--- src/rtl/rv32m_divider.sv ---
// Iterative radix-2 restoring divider for RV32M DIV/DIVU/REM/REMU; one result bit per cycle.
// Optional DIV_FAST_SPECIAL_EN: divide-by-zero and signed overflow complete straight from IDLE.
module rv32m_divider #(
  parameter int XLEN = 32
) (
  input  logic            clk,
  input  logic            rst_n,
  input  logic            start,
  input  logic [1:0]      op,
  input  logic [XLEN-1:0] dividend,
  input  logic [XLEN-1:0] divisor,
  input  logic            flush,
  output logic            busy,
  output logic            done,
  output logic [XLEN-1:0] result
);

  localparam int CW = $clog2(XLEN);

  typedef enum logic [1:0] {IDLE, RUN, DONE} state_t;

  state_t          state;
  logic [CW-1:0]   count;
  logic [XLEN:0]   rem;
  logic [XLEN-1:0] quo;
  logic [XLEN-1:0] dvsr;
  logic            want_rem, q_neg, r_neg, div_zero;

  // Operand conditioning at start: op[0]=1 selects the unsigned variants.
  logic            is_signed, a_neg, b_neg;
  logic [XLEN-1:0] a_abs, b_abs;

  assign is_signed = ~op[0];
  assign a_neg     = is_signed & dividend[XLEN-1];
  assign b_neg     = is_signed & divisor[XLEN-1];
  assign a_abs     = a_neg ? -dividend : dividend;
  assign b_abs     = b_neg ? -divisor  : divisor;

  // quo starts as |dividend|, shifts its MSB into the partial remainder and fills with quotient bits.
  logic [XLEN:0]   shifted, rem_next;
  logic [XLEN+1:0] diff;
  logic            ge;
  logic [XLEN-1:0] quo_next, q_fix, r_fix, final_res;

  assign shifted  = {rem[XLEN-1:0], quo[XLEN-1]};
  assign diff     = {1'b0, shifted} - {2'b00, dvsr};
  assign ge       = ~diff[XLEN+1];
  assign rem_next = ge ? diff[XLEN:0] : shifted;
  assign quo_next = {quo[XLEN-2:0], ge};

  // Divide-by-zero leaves |dividend| in the remainder, so only the quotient needs overriding;
  // MIN / -1 naturally yields quotient MIN and remainder 0 from the magnitudes.
  assign q_fix     = div_zero ? '1 : (q_neg ? -quo_next : quo_next);
  assign r_fix     = r_neg ? -rem_next[XLEN-1:0] : rem_next[XLEN-1:0];
  assign final_res = want_rem ? r_fix : q_fix;

`ifdef DIV_FAST_SPECIAL_EN
  logic            special, overflow;
  logic [XLEN-1:0] special_res;

  assign overflow    = is_signed && (dividend == {1'b1, {(XLEN-1){1'b0}}}) && (divisor == '1);
  assign special     = (divisor == '0) || overflow;
  assign special_res = (divisor == '0) ? (op[1] ? dividend : '1)
                                       : (op[1] ? '0 : dividend);
`endif

  // NOTE: every register here, including the operand/datapath registers, is async-reset so
  // the block comes out of reset in a fully defined state; all updates use non-blocking <=.
  always_ff @(posedge clk or negedge rst_n) begin
    if (!rst_n) begin
      state    <= IDLE;
      busy     <= 1'b0;
      done     <= 1'b0;
      result   <= '0;
      count    <= '0;
      rem      <= '0;
      quo      <= '0;
      dvsr     <= '0;
      want_rem <= 1'b0;
      q_neg    <= 1'b0;
      r_neg    <= 1'b0;
      div_zero <= 1'b0;
    end else begin
      done <= 1'b0;
      unique case (state)
        IDLE: begin
          if (start && !flush) begin
            want_rem <= op[1];
            q_neg    <= a_neg ^ b_neg;
            r_neg    <= a_neg;
            div_zero <= (divisor == '0);
            rem      <= '0;
            quo      <= a_abs;
            dvsr     <= b_abs;
            count    <= '0;
            busy     <= 1'b1;
`ifdef DIV_FAST_SPECIAL_EN
            if (special) begin
              state  <= DONE;
              done   <= 1'b1;
              result <= special_res;
            end else begin
              state  <= RUN;
            end
`else
            state    <= RUN;
`endif
          end
        end
        RUN: begin
          if (flush) begin
            state <= IDLE;
            busy  <= 1'b0;
          end else begin
            rem   <= rem_next;
            quo   <= quo_next;
            count <= count + 1'b1;
            if (count == CW'(XLEN-1)) begin
              state  <= DONE;
              done   <= 1'b1;
              result <= final_res;
            end
          end
        end
        DONE: begin
          state <= IDLE;
          busy  <= 1'b0;
        end
        default: begin
          state <= IDLE;
          busy  <= 1'b0;
        end
      endcase
    end
  end

endmodule

--- config.mk ---
export PLATFORM = sky130hd
export DESIGN_NAME = rv32m_divider
export DESIGN_NICKNAME = d
export VERILOG_FILES = /design/src/rtl/rv32m_divider.sv
export SDC_FILE = /design/constraint.sdc
export NUM_CORES = 1
export LEC_CHECK = 0
export BUFFER_PORTS_ARGS = -buffer_cell sky130_fd_sc_hd__buf_4
export CAP_MARGIN = 10
export CORE_MARGIN = 4
export CORE_UTILIZATION = 38
export CTS_BUF_LIST = sky130_fd_sc_hd__clkbuf_8
export DETAILED_ROUTE_END_ITERATION = 10
export PLACE_DENSITY_LB_ADDON = 0.12
export SYNTH_ARGS = -nofsm -noshare
export SYNTH_HDL_FRONTEND = slang
export SYNTH_SLANG_ARGS = --single-unit
--- constraint.sdc ---
create_clock -name clk -period 12.7 [get_ports clk]
set_clock_uncertainty 0.15 [all_clocks]
set_input_delay 2.54 -clock clk [delete_from_list [all_inputs] [get_ports clk]]
set_output_delay 2.54 -clock clk [all_outputs]
set_load 0.05 [all_outputs]
; ---- Word-level counts from Yosys, hierarchy flattened
; Cells that the tools add are included.
[totals]
output_inout_bits = 34
ff_bits = 141
elab_cells = 66
in_bits = 70
[classes]
mux = 26
eq_ne = 6
reduce_logical = 10
n_bitwise = 6
addsub = 6
[ops]
columns = op, n
row1 = two-way mux 32 bit, 11
row2 = negator 32 bit, 4
row3 = one-hot mux 32 bit (2 select lines), 2
row4 = subtractor 33 x 32 -> 34 bit, 1
row5 = logical NOT 32 bit, 1
row6 = two-way mux 5 bit, 2
row7 = one-hot mux 5 bit (2 select lines), 1
row8 = two-way mux 2 bit, 3
row9 = inequality test 2 bit (second input constant), 3
row10 = AND reduction 2 bit, 3
row11 = AND reduction 3 bit, 2
row12 = adder 5 x 1 -> 5 bit (second input constant), 1
row13 = == test 5 bit (second input constant), 1
row14 = two-way mux 1 bit, 5
row15 = one-hot mux 2 bit (2 select lines), 1
row16 = inequality test 3 bit (second input constant), 1
row17 = NOT 1 bit, 3
row18 = bitwise AND 1 bit, 2
row19 = == test 2 x 1 -> 1 bit (second input constant), 1
row20 = logical NOT 2 bit, 1
row21 = one-hot mux 1 bit (2 select lines), 1
row22 = nonzero test 2 bit, 1
row23 = logical AND 1 bit, 1
row24 = logical NOT 1 bit, 1
row25 = XOR 1 bit, 1

; ---- Logic depth before layout (Yosys ltp)
[depth]
word_depth = 6
ltp_mapped = 23
depth_no_buf = 19

; ---- Least setup slack after synthesis
; Ideal clock, no wire load.
[synth_timing]
kind = reg-to-reg
start = register rem[14]
end = register result[28]
synth_period_minus_slack_ns = 5.235
arrival_time_ns = 4.959
path_stages_with_launch = 22
setup_time_ns = 0.126
path_buffers = 4
setup_slack_ns = 7.465
required_ns = 12.424
path_cell_list = dfrtp_1 ha_1 clkbuf_1 nand4_1 a2111o_1 a31o_1 buf_6 nand2_8 clkbuf_1 buf_2 nand2_1 o21ai_0 ha_1 or4b_2 nor4b_1 nand3_1 o41ai_4 o2111ai_2 nand2b_4 o31ai_2 xnor2_1 a221o_1
[synth_between]
elab_chain_cells = 6
elab_cells_between_ends = 9
cone_classes = 3 x add/sub / 5 x mux / 1 x bitwise
[synth_lines]
columns = item, line_no
row1 = start: declaration, 24  ; logic [XLEN:0] rem;
row2 = start signal: assignment, 115  ; rem <= rem_next;
row3 = subtractor 33 x 32 -> 34 bit, 46  ; assign diff = {1'b0, shifted} - {2'b00, dvsr};
row4 = NOT 1 bit, 47  ; assign ge = ~diff[XLEN+1];
row5 = negator 32 bit, 53  ; assign q_fix = div_zero ? '1 : (q_neg ? -quo_next : quo_next);
row6 = two-way mux 32 bit (2 in series), 53
row7 = two-way mux 32 bit *, 55  ; assign final_res = want_rem ? r_fix : q_fix;
row8 = end signal: assignment, 121  ; result <= final_res;
row9 = end: declaration, 15  ; output logic [XLEN-1:0] result
; Every way passes the cells marked *; elsewhere a longest branch is shown, timed or not.
; A chain may end at the register's enable or synchronous reset.

; ---- Worst setup path after layout
[layout_timing]
start = register rem[17]
end = register result[28]
; The elaborated chain is that of the path after synthesis.

==> results.ini <==
[cts]
cts_resized = 0
holdBufCountCts = 0
htree_levels = 4
cts.clk_slew.worst_paths_ns = 0.09
clockBufferDepth = 2
cts_buffers = 17
clk_latency_ns = 0.48
cts_root_buf = clkbuf_8
cts_sinks = 141
post_cts_buffers = 0
cts_tree = built

[synthesis]
synthSimpleGateAreaFrac_pct = 19.0
synth_xor_area_share_pct = 10.8
ys_types = 84
synth_seq_cells = 141
syn_nets = 1491
synth_compound_area_share_pct = 27.1
synth_area_leader_cell = dfrtp_1
syn_avg_cell_area_sq_um = 8.08
synth_edf_count = 0
synth_common_cells = nand2_1 (174), o21ai_0 (144), dfrtp_1 (141), a21oi_1 (95), nor2_1 (90)
synth_ff_type = dfrtp_1
synth_top_family_by_area = compound AO/OA/AOI/OAI gates
synth_fa_ha_area_share_pct = 4.44
ys.warnings.count = 0
synth.cell_area_sq_um = 11200
yosysMostFrequentCell = nand2_1
synth_top_cell_area_share_pct = 31.6
yosys-top-cells-area = dfrtp_1 (32%), o21ai_0 (6.5%), nand2_1 (5.8%), xor2_1 (5.5%), xnor2_1 (5.3%)
yosysSeqAreaShare_pct = 31.6
synth.area.mux_share_pct = 1.89
async_flop_share_pct = 100
syn_inst = 1382

[placed_design]
routabilityCongestion = 0.907
io_buffer_count = 103
hpwl_mm = 26.4
place_area_sq_um = 12200

[sta]
fin_crit_sh_pct = 46.1
tns_ns = 0
hold_violations = 0
fmax_mhz = 171
worstMarginPinSlew_ns = 1.15
slew_violations = 0
rsz0062_at_grt = no
min_period_ns = 5.85
maxSlewHeadroom_pct = 22.9
setup_viol = 0

[floorplanning]
io_pins = 104
start_util_pct = 38.7
die_h_um = 179
dieArea_sq_um = 32200
core_area_sq_um = 28900
row_count = 62
die_w_um = 179

[setup_path]
rr_worst_depth = 17
worstPathCellList = ha_1, a21oi_1, o21ai_1, a211oi_1, o31a_1, nand2_8, o21ai_0, ha_1, or4b_2, nor4b_1, nand3_1, o41ai_4, o2111ai_2, nand2b_4, o31ai_2, xnor2_1, a221o_1
crit_required_ns = 12.91
timing.rr.start = rem[17]
crit_fanout = 46
slowest_delay_ns = 0.65
end_kind = register
worstReg2RegEnd = result[28]
critPathKind = register to register
critPathMostFrequentCell = ha_1
r2r_slack_ns = 6.85
start_kind = register
arrival_ns = 6.06
cpMaxStageDelayCell = or4b_2

[detailed_routing]
drc = 0
routedWlPerCell_um = 18.9
wl_mm = 34.7
ant_nets = 0
vias_per_cell = 5.73
dr.pass1.iters = 6
dr.first_iter.drc_count = 859
vias = 10502

[power_and_ir_drop]
p_switching_mw = 1.55
p_comb_share_pct = 64.4
p_leak_nw = 5.51
p_total_mw = 2.91
switching_share_pct = 53.3
power_frac_seq_pct = 22.7
power.density_nw_per_um2 = 232
intPower_mw = 1.36
p_clk_share_pct = 12.9
irDropWorstVdd_uv = 133

[cells_and_area]
final_layout_size_suffix_gt1_share_pct = 13.0
area.growth.synth_to_final_pct = 12.5
diodes = 0
fin_area_sq_um = 12600
final_nets = 1545
n_fill_cell = 2987

[global_route]
grt-ovfl-total = 0
grt_max_degree = 85
grt_usage_pct = 20.9
grt_pass1_vias = 10204
grt_pass1_wl_mm = 55.5
antenna_found_initial = 1

[worst_hold_path]
min_path_type = register to register
hold_end = result[16]
min_path_cells = 2
hp-start = result[16]

[run_status]
status = completed

[job]
cap_violations = 0

cells by family (layout without fill, tap and decap cells):
| family | count (synthesis) | count (layout) |
|---|---|---|
| AOI/OAI and AO/OA | 462 | 462 |
| and+or+nand+nor | 446 | 446 |
| DFF | 141 | 141 |
| xor gates and xnor gates | 138 | 138 |
| buffers and inverters | 135 | 202 |
| adders and majority gates | 39 | 39 |
| muxes | 21 | 21 |
area by class of cell:
cell class	count	area (sq um)	area share [%]
Multi-Input combinational cell	1106	7090	56.5
Sequential cell	141	3530	28.1
Timing Repair Buffer	116	875	6.96
Tap cell	384	480	3.83
Clock buffer	17	234	1.86
Inverter	54	208	1.65
Clock inverter	15	144	1.15
flip-flops by register name, summed over array words and instances, names as in the netlist:
| register | cells |
|---|---|
| rem | 32 |
| quo | 32 |
| count | 5 |
| want_rem | 1 |
| q_neg | 1 |
| dvsr | 32 |
| r_neg | 1 |
| result | 32 |
| state | 2 |
| done | 1 |
| div_zero | 1 |
| busy | 1 |
worst max path at each step:
stage,slack (ns),depth (start not counted),to,start
finish,6.85,17,result[28],rem[17]
global route,6.43,17,result[28],rem[17]
CTS,6.96,17,result[28],rem[17]
detailed placement,6.98,17,result[28],rem[17]
global placement,7.08,17,result[28],rem[17]
floorplan,7.46,21,result[28],rem[14]
power by group through the flow:
stage	sequential (mW)	clock [mW]	combinational, mW
finish	0.661	0.375	1.87
global route	0.674	0.401	2.07
CTS	0.660	0.384	1.87
detailed placement	0.668	0	1.86
global placement	0.666	0	1.85
floorplan	0.617	0	1.44
layer usage:
metal	vias to the layer above	routed length, um	share of wire (%)	global-route usage, %
met5	-	0	0	0
met4	0	380	1.1	4.21
met3	29	1400	4.0	3.01
met2	237	16500	48	34.5
met1	5119	16400	47	29.6
li1	5117	-	-	-
placed cells by master, fill, tap and decap left out, types with 11 or more instances in the layout:
master	instances
o21ai_0	144
nand3_1	28
or3_1	21
nand4_1	16
mux2i_1	20
nand2b_1	17
nor4_1	18
a221oi_1	18
o31ai_1	32
buf_4	115
ha_1	38
xnor2_1	68
a22oi_1	24
nand2_1	173
dfrtp_1	141
nor3_1	32
nor2_1	89
xor2_1	70
a21oi_1	95
o21ai_1	11
inv_1	52
a21o_1	25
clkbuf_8	17
per-stage QoR:
stage / worst slack, ns / hold slack, ns / cells / utilization, %
after floorplan: 7.46 / 0.300 / 1382 / -
after detailed placement: 6.98 / 0.318 / 1801 / 42.2
after global placement: 7.08 / 0.305 / 1801 / 42.2
final: 6.85 / 0.329 / 1833 / 43.5
after global routing: 6.43 / 0.360 / 1833 / 43.5
after CTS: 6.96 / 0.339 / 1833 / 43.5
worst max-delay path: cells and delay by family, from the launching register on:
family / cells / cell delay, ns
flops: 1 / 0.45
xor+xnor: 1 / 0.09
fa+ha+maj: 2 / 0.70
simple gates: 5 / 1.79
compound gates: 9 / 2.55
Power figures use the tool's default switching activity.
